--- config.mk ---
export PLATFORM = sky130hd
export DESIGN_NAME = mem_arbiter
export DESIGN_NICKNAME = d
export VERILOG_FILES = /design/src/rtl/mem_pkg.sv /design/src/rtl/rd_tag_pipe.sv /design/src/rtl/mem_arbiter.sv
export SDC_FILE = /design/constraint.sdc
export NUM_CORES = 1
export LEC_CHECK = 0
export CAP_MARGIN = 10
export CORE_AREA = 3 3 115 117
export DETAILED_ROUTE_END_ITERATION = 8
export DIE_AREA = 0 0 118 120
export PLACE_DENSITY_LB_ADDON = 0.08
export SYNTH_ARGS = -nofsm -noshare
export SYNTH_HDL_FRONTEND = slang
export SYNTH_HIERARCHICAL = 1
export SYNTH_SLANG_ARGS = --single-unit
--- constraint.sdc ---
create_clock -name clk -period 2.4 [get_ports clk]
set_input_delay 0.36 -clock clk [delete_from_list [all_inputs] [get_ports clk]]
set_output_delay 0.36 -clock clk [all_outputs]
set_load 0.02 [all_outputs]
--- src/rtl/mem_pkg.sv ---
// Shared definitions for multi-master memory blocks: owner-state encoding and port ids.
package mem_pkg;

    typedef enum logic [1:0] {
        ST_IDLE = 2'd0,
        ST_OWN0 = 2'd1,
        ST_OWN1 = 2'd2
    } owner_state_e;

    localparam logic PORT0 = 1'b0;
    localparam logic PORT1 = 1'b1;

    function automatic owner_state_e own_state(input logic port);
        return (port == PORT1) ? ST_OWN1 : ST_OWN0;
    endfunction

endpackage

--- src/rtl/rd_tag_pipe.sv ---
// RD_LAT-deep shift register of {valid, port} tags that tracks reads in flight
// so returning RAM data can be steered to the port that issued the read.
module rd_tag_pipe #(
    parameter int RD_LAT = 1
) (
    input  logic clk,
    input  logic reset,
    input  logic i_valid,
    input  logic i_port,
    output logic o_valid,
    output logic o_port
);

    logic [RD_LAT-1:0] r_valid;
    logic [RD_LAT-1:0] r_port;
    logic [RD_LAT:0]   w_valid_chain;
    logic [RD_LAT:0]   w_port_chain;

    // Stage 0 of each chain is the incoming tag, so one shift covers any depth >= 1.
    assign w_valid_chain = {r_valid, i_valid};
    assign w_port_chain  = {r_port, i_port};

    always_ff @(posedge clk) begin
        if (reset) begin
            r_valid <= '0;
            r_port  <= '0;
        end else begin
            r_valid <= w_valid_chain[RD_LAT-1:0];
            r_port  <= w_port_chain[RD_LAT-1:0];
        end
    end

    assign o_valid = r_valid[RD_LAT-1];
    assign o_port  = r_port[RD_LAT-1];

endmodule

--- src/rtl/mem_arbiter.sv ---
// Shares the single-port data RAM between two masters: round-robin with a bounded
// burst per owner, single access per cycle, read data returned to the issuing port.
module mem_arbiter
    import mem_pkg::*;
#(
    parameter int ADDR_W    = 32,
    parameter int DATA_W    = 32,
    parameter int MAX_BURST = 4,
    parameter int RD_LAT    = 1
) (
    input  logic              clk,
    input  logic              reset,
    // Handshake: a master holds req with stable we/addr/wdata until it sees gnt;
    // gnt high means the RAM access is issued in that same cycle.
    input  logic              m0_req,
    input  logic              m0_we,
    input  logic [ADDR_W-1:0] m0_addr,
    input  logic [DATA_W-1:0] m0_wdata,
    output logic              m0_gnt,
    output logic              m0_rvalid,
    output logic [DATA_W-1:0] m0_rdata,
    input  logic              m1_req,
    input  logic              m1_we,
    input  logic [ADDR_W-1:0] m1_addr,
    input  logic [DATA_W-1:0] m1_wdata,
    output logic              m1_gnt,
    output logic              m1_rvalid,
    output logic [DATA_W-1:0] m1_rdata,
    output logic              mem_wr_en,
    output logic [ADDR_W-1:0] mem_addr,
    output logic [DATA_W-1:0] mem_w_data,
    input  logic [DATA_W-1:0] mem_r_data,
    output logic [1:0]        o_dbg_state
);

    localparam int CNT_W = $clog2(MAX_BURST + 1);
    localparam logic [CNT_W-1:0] BURST_LAST = CNT_W'(MAX_BURST - 1);

    owner_state_e      r_state;
    owner_state_e      w_next_state;
    logic              r_last_owner;
    logic [CNT_W-1:0]  r_burst_cnt;

    logic              w_owner;
    logic              w_req_own;
    logic              w_req_oth;
    logic              w_under_limit;
    logic              w_grant_valid;
    logic              w_grant_port;
    logic              w_issue;
    logic              w_sel_we;
    logic [ADDR_W-1:0] w_sel_addr;
    logic [DATA_W-1:0] w_sel_wdata;
    logic              w_rd_valid;
    logic              w_rd_port;

    assign w_owner       = (r_state == ST_OWN1);
    assign w_req_own     = w_owner ? m1_req : m0_req;
    assign w_req_oth     = w_owner ? m0_req : m1_req;
    assign w_under_limit = (r_burst_cnt < BURST_LAST);

    always_ff @(posedge clk) begin
        if (reset) begin
            r_state <= ST_IDLE;
        end else begin
            r_state <= w_next_state;
        end
    end

    always_comb begin
        w_grant_valid = 1'b0;
        w_grant_port  = PORT0;
        case (r_state)
            ST_IDLE: begin
                if (m0_req && m1_req) begin
                    w_grant_valid = 1'b1;
                    w_grant_port  = ~r_last_owner;
                end else if (m0_req) begin
                    w_grant_valid = 1'b1;
                    w_grant_port  = PORT0;
                end else if (m1_req) begin
                    w_grant_valid = 1'b1;
                    w_grant_port  = PORT1;
                end
            end
            ST_OWN0, ST_OWN1: begin
                // The burst limit only bites while the other port is waiting.
                if (w_req_own && (!w_req_oth || w_under_limit)) begin
                    w_grant_valid = 1'b1;
                    w_grant_port  = w_owner;
                end else if (w_req_oth) begin
                    w_grant_valid = 1'b1;
                    w_grant_port  = ~w_owner;
                end
            end
            default: begin
                w_grant_valid = 1'b0;
                w_grant_port  = PORT0;
            end
        endcase
        w_next_state = w_grant_valid ? own_state(w_grant_port) : ST_IDLE;
    end

    always_ff @(posedge clk) begin
        if (reset) begin
            r_last_owner <= PORT1;
            r_burst_cnt  <= '0;
        end else if (!w_grant_valid) begin
            r_burst_cnt  <= '0;
        end else begin
            r_last_owner <= w_grant_port;
            if (r_state == own_state(w_grant_port)) begin
                if (r_burst_cnt != BURST_LAST) begin
                    r_burst_cnt <= r_burst_cnt + 1'b1;
                end
            end else begin
                r_burst_cnt <= '0;
            end
        end
    end

    always_comb begin
        w_issue     = w_grant_valid & ~reset;
        w_sel_we    = (w_grant_port == PORT1) ? m1_we    : m0_we;
        w_sel_addr  = (w_grant_port == PORT1) ? m1_addr  : m0_addr;
        w_sel_wdata = (w_grant_port == PORT1) ? m1_wdata : m0_wdata;
        m0_gnt      = w_issue & (w_grant_port == PORT0);
        m1_gnt      = w_issue & (w_grant_port == PORT1);
        mem_wr_en   = w_issue & w_sel_we;
        mem_addr    = w_issue ? w_sel_addr  : '0;
        mem_w_data  = w_issue ? w_sel_wdata : '0;
    end

    rd_tag_pipe #(
        .RD_LAT (RD_LAT)
    ) u_rd_tag_pipe (
        .clk     (clk),
        .reset   (reset),
        .i_valid (w_issue & ~w_sel_we),
        .i_port  (w_grant_port),
        .o_valid (w_rd_valid),
        .o_port  (w_rd_port)
    );

    // Reads still in flight when reset hits are dropped, including the reset cycle itself.
    assign m0_rvalid   = w_rd_valid & ~reset & (w_rd_port == PORT0);
    assign m1_rvalid   = w_rd_valid & ~reset & (w_rd_port == PORT1);
    assign m0_rdata    = m0_rvalid ? mem_r_data : '0;
    assign m1_rdata    = m1_rvalid ? mem_r_data : '0;
    assign o_dbg_state = r_state;

endmodule
==> impl.org, run 1 <==
** Logic synthesis
- Dominant combinational cell family by area after synthesis :: simple AND/OR/NAND/NOR gates
- After synthesis, the share of cell area in mux cells is 0.0224.
- Synthesis handed over a netlist of 352 instances.
- Post-synthesis simple-gate area fraction :: 0.403
- When the netlist entered floorplanning its net count stood at 523.
- The post-synthesis compound-gate area fraction came to 0.352.
- Of the synthesized area, sequential elements account for 0.0754.
- Yosys mapped the design onto 38 distinct sky130hd cell types.
- After synthesis the netlist holds a flip-flop and latch count of 8.
- Warnings, synthesis :: 6
- Fraction of the mapped netlist area in adder cells :: 0.0295
- Synthesized area :: 2120 um2
- Dividing the synthesized area by the synthesized cell count gives 6.03 um2.
- Area share of xor/xnor cells in the synthesized design :: 0.00412

** Power
- Total power density per cell area :: 304 nW/um2
- The analysis attributes to cell leakage a power of 2.93 nW.
- Total power for the finished layout comes to roughly 2 mW.
- Worst ir drop on vdd :: 0.173 mV

** Clock tree
- The clock drives 8 sinks.
- TritonCTS clock tree :: built
- Clock-pin slew was measured on the worst setup and hold paths at 0.03 ns.
- The cell sitting at the root of the clock tree is a clkbuf_16.
- CTS built an H-tree with a depth of 1.
- Skew-Pair Late Insertion Delay :: 0.23 ns
- Number of CTS-inserted buffers :: 3
- Maximum number of buffers from clock root to sink :: 2

** Floorplanning
- Pin placement for this block handled 301 I/O pins.
- Area enclosed by the die boundary :: 14200 um2
- The core region is 12500 um2.
- The initial utilization of the core area, before any placement, comes to 0.170.
- Height of the die :: roughly 120 um
- The die is around 120 um wide.
- The floorplan has 41 rows.

** Cells and area
- Final standard cell area without fillers :: 6420 um2
- Fraction of the core area covered by cells at the end of the flow :: 0.515
- Counting the fill cells in the layout gives around 1200.
- Nets@finish :: 853
- Area overhead of the layout relative to synthesis :: 202%
- 0 antenna diodes ended up in the layout.
- Layout cells sized above 1 :: 0.343

** Critical path
- For the worst setup path, the data arrival time is 2.17 ns.
- The worst setup path is of the reg2out kind.
- STA classifies the critical path startpoint as a flop.
- Critical Path End Type :: output port
- Largest driver fanout on the critical path :: 6
- For flop-to-flop paths, the worst setup slack is 0.22 ns.
- Worst R2R Path Depth :: 10
- In this run the critical register-to-register path is captured at u_rd_tag_pipe/o_valid$_SDFF_PP0_.
- STA puts the critical path data required time at 2.04 ns.
- Reg-to-reg startpoint :: o_dbg_state[1]$_SDFF_PN0_

** Global route
- The first global-routing pass estimated 20.8 mm of wire.
- Vias in the first global route :: 3795
- The initial antenna violation count is 0.
- After global routing the overflow that remains totals 0.
- Entering global routing, the biggest net connects 34 pins.
- GRT Resource Usage Total :: 0.180

** Place
- At the end of routability-driven placement, the weighted congestion stood at approximately 0.79.
- Detailed placement ended at an HPWL of 9.97 mm.
- Placement Cell Area :: 5540 um2
- Buffers placed on the I/O ports in this run total 300.

** STA
- Number of setup violations in the final report :: 54
- Hold violation count in the final report :: 0
- RSZ-0062 raised after global routing :: yes
- For the pin with the worst max-slew slack, the measured transition is ~0.27 ns.
- Clock period minus final worst setup slack :: between 2 and 3 ns
- Once routing completed, OpenROAD measured the worst setup slack at -0.131 ns.
- Slew headroom :: 0.821
- For the final database, setup skew stands at around 0.0018 ns.
- Achievable clock frequency :: just under 400 MHz
- Post-route clock period utilization :: 1.05
- Number of slew-limit violations in the final report :: 0

** Status
- The final reports fail on setup timing.
- The flow ran to the end, but the final reports show violations.

** Routing
- Vias after detailed routing :: between 3000 and 4000
- After detailed routing, the total wire length is 14.8 mm.
- For this run, design rule violations remaining after detail routing come to 0.
- Antenna viol nets, final :: 0
- In this run, the number of DRC markers left after iteration 0 of detailed routing was 118.
- After detailed routing, the number of vias per cell comes to around 4.6.
- The first detailed-routing pass ran for 4 iterations.
- Wire per inst :: 17.3 um

** Job
- Number of violations of the max-capacitance limit :: 0

** Hold path
- The path with the worst hold slack has its endpoint at r_last_owner$_SDFFE_PP1P_.
- The worst hold path passes through 2 cells.
- Worst min-delay path startpoint :: r_last_owner$_SDFFE_PP1P_
- Worst min-delay path category :: reg2reg
routing by layer:
layer | up-vias | global-route usage | part of all wire
li1 | 1916 | - | -
met3 | 10 | 0.0396 | 0.068
met2 | 185 | 0.353 | 0.54
met4 | 0 | 0.0293 | 0.0086
met5 | - | 0 | 0
met1 | 1808 | 0.201 | 0.39
how the worst max path moves through the flow:
stage | startpoint | endpoint | slack, ns | depth (start not counted)
2_1_floorplan | o_dbg_state[0]$_SDFF_PN0_ | mem_addr[23] | -0.02 | 8
3_3_place_gp | m1_req | m0_gnt | -0.49 | 8
3_5_place_dp | m1_req | m0_gnt | -0.49 | 8
4_1_cts | o_dbg_state[0]$_SDFF_PN0_ | m0_gnt | -0.13 | 11
5_1_grt | o_dbg_state[0]$_SDFF_PN0_ | mem_addr[19] | -0.20 | 10
6_report | o_dbg_state[1]$_SDFF_PN0_ | mem_wr_en | -0.13 | 9
worst max-delay path, cell delays in order, from the launching register on:
cell	delay (ns)
dfxtp_2	0.33
inv_2	0.05
ha_4	0.24
and4b_2	0.28
mux2_4	0.35
buf_12	0.16
buf_16	0.13
o21ai_4	0.15
a21oi_2	0.07
buf_4	0.16
cell families (layout without fill, tap and decap cells):
| kind of cell | count (synthesis) | after routing |
|---|---|---|
| AND/OR/NAND/NOR | 149 | 149 |
| AO/OA/AOI/OAI | 140 | 140 |
| buffers and inverters | 46 | 373 |
| flip-flops | 8 | 8 |
| adder cells (fa/ha/maj) | 5 | 5 |
| multiplexers | 3 | 4 |
| XOR/XNOR | 1 | 1 |
synth_stat cells:
master     n  share of area
a21oi_1   66           0.16
nand3_1   65           0.15
and2_1    64           0.19
o21ai_0   35          0.082
o21ai_1   29          0.068
clkbuf_1  20          0.035
buf_2     11          0.026
dfxtp_1    8          0.075
nor2_1     7          0.012
buf_6      5          0.027
ha_1       5          0.029
buf_4      4          0.014
inv_1      3         0.0053
a211oi_1   2         0.0071
and3b_1    2         0.0083
nand2b_1   2         0.0059
nor2b_1    2         0.0059
o21ai_2    2         0.0083
a211o_1    1         0.0041
a211oi_2   1         0.0059
a21boi_1   1         0.0035
a21oi_4    1         0.0077
and4b_1    1         0.0047
and4bb_1   1         0.0059
buf_1      1         0.0018
clkbuf_2   1         0.0024
inv_2      1         0.0018
mux2_4     1         0.0071
mux2i_1    1         0.0047
mux2i_4    1          0.011
nand3b_1   1         0.0035
nand4_1    1         0.0029
nor2_4     1         0.0053
nor3b_1    1         0.0035
o211ai_2   1         0.0059
o21bai_1   1         0.0035
or3_1      1         0.0029
xor2_1     1         0.0041
cells in the final DEF, fill, tap and decap left out, types with 2 or more instances in the layout:
master           instances
ha_4                     3
ha_1                     2
buf_12                  14
a211oi_1                 2
nor2b_1                  2
o21ai_1                 19
nor2_1                   5
o21ai_4                  7
o21ai_0                  5
mux2_4                   2
dfxtp_1                  6
dlygate4sd2_1           66
dlymetal6s2s_1           2
inv_2                    3
buf_6                   24
nor2_4                   2
buf_4                   79
clkdlybuf4s50_1        165
clkbuf_16               11
a21oi_2                 30
nand2b_1                 2
a21oi_1                 36
o21ai_2                 35
nand3_2                  3
buf_16                   8
and2_1                  64
and3b_1                  2
nand3_1                 62
dfxtp_2                  2
stage by stage:
| step | worst slack, ns | hold slack (ns) | setup TNS (ns) | cells |
|---|---|---|---|---|
| 2_1_floorplan | -0.0184 | 0.432 | -0.600 | 352 |
| 3_5_place_dp | -0.495 | 0.516 | -36.78 | 813 |
| 4_1_cts | -0.134 | 0.520 | -5.27 | 833 |
| 3_3_place_gp | -0.485 | 0.488 | -37.92 | 813 |
| 6_report | -0.131 | 0.529 | -4.02 | 852 |
| 5_1_grt | -0.201 | 0.550 | -8.56 | 852 |
state kept, by name (all words and copies together), names as in the netlist:
name and cells:
o_dbg_state 2, r_burst_cnt 3, r_last_owner 1, u_rd_tag_pipe/o_port 1, u_rd_tag_pipe/o_valid 1
report_power, final:
part,leakage [nW],internal [mW],switching [mW]
logic,2.82,0.802,0.721
registers,0.0662,0.145,0.00686
clock network,0.0370,0.215,0.0647
total,2.93,1.16,0.793
area by class of cell:
cell class              instances  area (um2)  share of cell area
clock buffers                   3        75.1              0.0117
flip-flops and latches          8         163              0.0253
well taps                     172         215              0.0335
multi-input cells             299        2140               0.333
inverters                       4        15.0             0.00234
repair buffers                366        3820               0.595
timing repair:
item | CTS | global route
setup endpoints to repair | 131 | 68
hold buffers | 0 | 0
buffers inserted | 8 | 13
gates resized for setup | 441 | 116
pin swaps | 25 | 44
gates cloned | 9 | 8
hold endpoints to repair | 0 | 0
(Power assumes the default switching activity.)
==> run 2, diff against run 1 <==
--- a/config.mk
+++ b/config.mk
@@ -9,7 +9,7 @@
 export CORE_AREA = 3 3 115 117
 export DETAILED_ROUTE_END_ITERATION = 8
 export DIE_AREA = 0 0 118 120
-export PLACE_DENSITY_LB_ADDON = 0.08
+export PLACE_DENSITY = 0.64
 export SYNTH_ARGS = -nofsm -noshare
 export SYNTH_HDL_FRONTEND = slang
 export SYNTH_HIERARCHICAL = 1
==> run 2 against run 1 <==
  * The run still ends with setup timing left
  * Fmax rose by 1.2%
  * Non-clock buffer count fell by 14
  * Sequential cell count did not move
  * First-iteration DRC count rose by 34%
  * Clock skew fell by 0.0016 ns
  * Worst setup slack improved by 0.030 ns
==> impl.org, run 2 (synthesis results as in run 1) <==
** Floorplanning
- The floorplan die height is 120 um (unchanged).
- Effective utilization at floorplan :: 0.170 (unchanged)
- The die area came to 14200 um2 (unchanged).
- The core box area came to 12500 um2 (unchanged).
- The site row count is 41 (unchanged).
- The width of the chip was 118 um (unchanged).
- The count of boundary I/O pins is 301 (unchanged).

** Hold path
- In this run the worst hold path is classified as reg2reg.
- The startpoint identified for the worst hold timing path is r_last_owner$_SDFFE_PP1P_.
- Hold Path Cell Cnt :: 2 (unchanged)
- Min-Delay Endpoint :: r_last_owner$_SDFFE_PP1P_

** Critical path
- Crit-path slowest cell :: mux2_4
- Req. time, crit path :: 2.04 ns (about the same)
- The worst setup path is captured at an output port.
- The setup slack of the most critical reg-to-reg path was 0.21 ns (about the same).
- The critical path goes through inv_2 -> ha_4 -> and4b_2 -> mux2_4 -> buf_12 -> buf_16 -> o21ai_2 -> a21oi_1 -> buf_4.
- The largest incremental delay on the critical path came to 0.36 ns (about the same).
- Worst flop-to-flop path endpoint :: u_rd_tag_pipe/o_valid$_SDFF_PP0_
- Setup crit start kind :: flop
- The number of cell instances on the worst register-to-register path was 11 (+1).
- The worst register-to-register path begins at o_dbg_state[1]$_SDFF_PN0_.
- Crit path kind :: reg2out
- The largest fanout on the critical path is 7 (+1).
- Arrival @ worst endpoint :: 2.14 ns (-0.03 ns)

** Global route
- The initial antenna violation count was 0 (unchanged).
- The global-route wire length before repair is 19.6 mm (-5.8%).
- The maximum number of pins on one net before global-route repair came to 42 (+24%).
- GR Overflow Total :: 0 (unchanged)
- Vias in the first global route :: 3817 (+0.58%)
- GRT Resource Usage Total :: 0.169 (-0.0111)

** STA
- The transition time at the pin with the least slew margin is 0.255 ns (-0.0133 ns).
- The relative slew slack is 0.831 (+0.0101).
- Clock period minus final worst setup slack :: 2.50 ns (-0.0302 ns)
- The top achievable clock speed came to 400 MHz (+1.2%).
- The count of final hold-check violations is 0 (unchanged).
- Setup repair after global routing could not meet its margin everywhere.
- The setup violation total in the final timing report was 53 (-1.9%).
- The post-route clock skew is 0.000197 ns (-0.00159 ns).
- Post-route clock period utilization :: 1.04 (-0.0126)
- PnR worst setup slack :: -0.101 ns (+0.0302 ns)
- Minimum hold slack :: 0.509 ns (-0.0203 ns)
- Setup total negative slack :: -2.10 ns (+1.92 ns)
- The number of max-slew violations in the final report is 0 (unchanged).

** Power
- The total power draw was 1.93 mW (-1.4%).
- The leakage power of the design came to 2.89 nW (-1.2%).
- The power density relative to cell area was 301 nW/um2 (-1.1%).
- The worst ir drop on vdd was 0.179 mV (+3.3%).

** Cells and area
- Flip-flop count of the largest register after layout :: 3 (unchanged)
- Leading cell types in the layout, fill and taps excluded :: clkdlybuf4s50_1 (166), and2_1 (64), buf_4 (64), dlygate4sd2_1 (64), nand3_1 (45)
- Final standard cell area without fillers :: 6400 um2 (-0.31%)
- Commonest non-fill, non-tap cell in the layout :: clkdlybuf4s50_1
- The share of cells above drive strength 1 was 0.356 (+0.0132).
- The fraction of the core area covered by cells at the end of the flow is 0.514 (-0.00161).
- The final non-filler cell total came to 838 (-1.6%).
- Register with the most flip-flops :: r_burst_cnt
- The number of inserted filler cells in the final layout came to 1198 (-2.5%).
- Nets@finish :: 839 (-1.6%)
- Relative to the synthesized area, the layout overhead comes to 202%.
- Antenna fix cells :: 0 (unchanged)

** Routing
- The routed wire length came to 14.5 mm (-1.7%).
- Residual DRC :: 0 (unchanged)
- Vias after detailed routing :: 3921 (+0.051%)
- Vias per inst :: 4.68 (+1.7%)
- Wire per inst :: 17.3 um (about the same)
- The number of DRC markers after the initial detailed-route iteration came to 158 (+34%).
- TritonRoute pass-1 iters :: 4 (unchanged)
- Antenna viol nets, final :: 0 (unchanged)

** Place
- Placement Cell Area :: 5510 um2 (-0.54%)
- Dpl hpwl :: 10.2 mm (+1.8%)
- Weighted congestion reported at the end of routability-driven placement :: 0.869 (+10%)
- IO Port Bufs :: 300 (unchanged)
- Post-place setup slack :: -0.532 ns (-0.0370 ns)
- Count of placed standard cells including taps :: 809 (-0.49%)

** Clock tree
- TritonCTS built the clock tree.
- Skew-Pair Late Insertion Delay :: 0.23 ns (about the same)
- CTS Hold Bufs :: 0 (unchanged)
- Maximum number of buffers from clock root to sink :: 2 (unchanged)
- # H-tree levels :: 1 (unchanged)
- CTS placed an instance of clkbuf_16 at the clock tree root.
- Number of sinks on the clock net :: 8 (unchanged)
- The clock-pin slew of the registers on the worst-case setup and hold paths is 0.04 ns (about the same).
- Number of CTS-inserted buffers :: 3 (unchanged)

** Status
- The run finished, with violations left.
- Violated checks :: setup timing

** Job
- The number of maximum-capacitance violations came to 0 (unchanged).
==> run 2: how the worst max path moves through the flow <==
stage / startpoint / endpoint / cells after the start
global route: o_dbg_state[1]$_SDFF_PN0_ / mem_addr[3] / 9
detailed placement: m1_req / mem_w_data[6] / 7
finish: o_dbg_state[1]$_SDFF_PN0_ / mem_addr[3] / 9
CTS: o_dbg_state[1]$_SDFF_PN0_ / mem_w_data[22] / 8
global placement: m1_req / mem_w_data[6] / 7
floorplan: o_dbg_state[0]$_SDFF_PN0_ / mem_addr[23] / 8
==> run 2: worst max-delay path: cells and delay by family, from the launching register on <==
| kind | cells | cell delay, ns |
|---|---|---|
| mux | 1 | 0.36 |
| buf+inv | 4 | 0.52 |
| flops | 1 | 0.33 |
| simple gates | 1 | 0.25 |
| compound gates | 2 | 0.20 |
| fa+ha+maj | 1 | 0.25 |
==> run 2: layout make-up <==
type | count | area [um2] | share of cell area
inverter | 4 | 17.5 | 0.00274
sequential | 8 | 163 | 0.0254
multi-input combinational | 299 | 2270 | 0.355
clock buffer | 3 | 75.1 | 0.0117
timing repair buffer | 352 | 3660 | 0.571
tap | 172 | 215 | 0.0336
==> run 2: layer usage <==
metal | vias to the layer above | global-route usage | share of wire
li1 | 1893 | - | -
met1 | 1792 | 0.185 | 0.39
met2 | 205 | 0.314 | 0.51
met3 | 31 | 0.0401 | 0.069
met4 | 0 | 0.0674 | 0.029
met5 | - | 0 | 0
==> run 2: timing repair <==
item	in CTS	in global routing
setup buffers	11	3
resized for setup	472	115
gates cloned	6	7
pin swaps	36	42
setup endpoints to repair	131	69
==> run 2: where the power goes <==
group	internal [mW]	switching (mW)
logic	0.757	0.735
registers	0.145	0.00817
clock network	0.215	0.0673
total	1.12	0.810
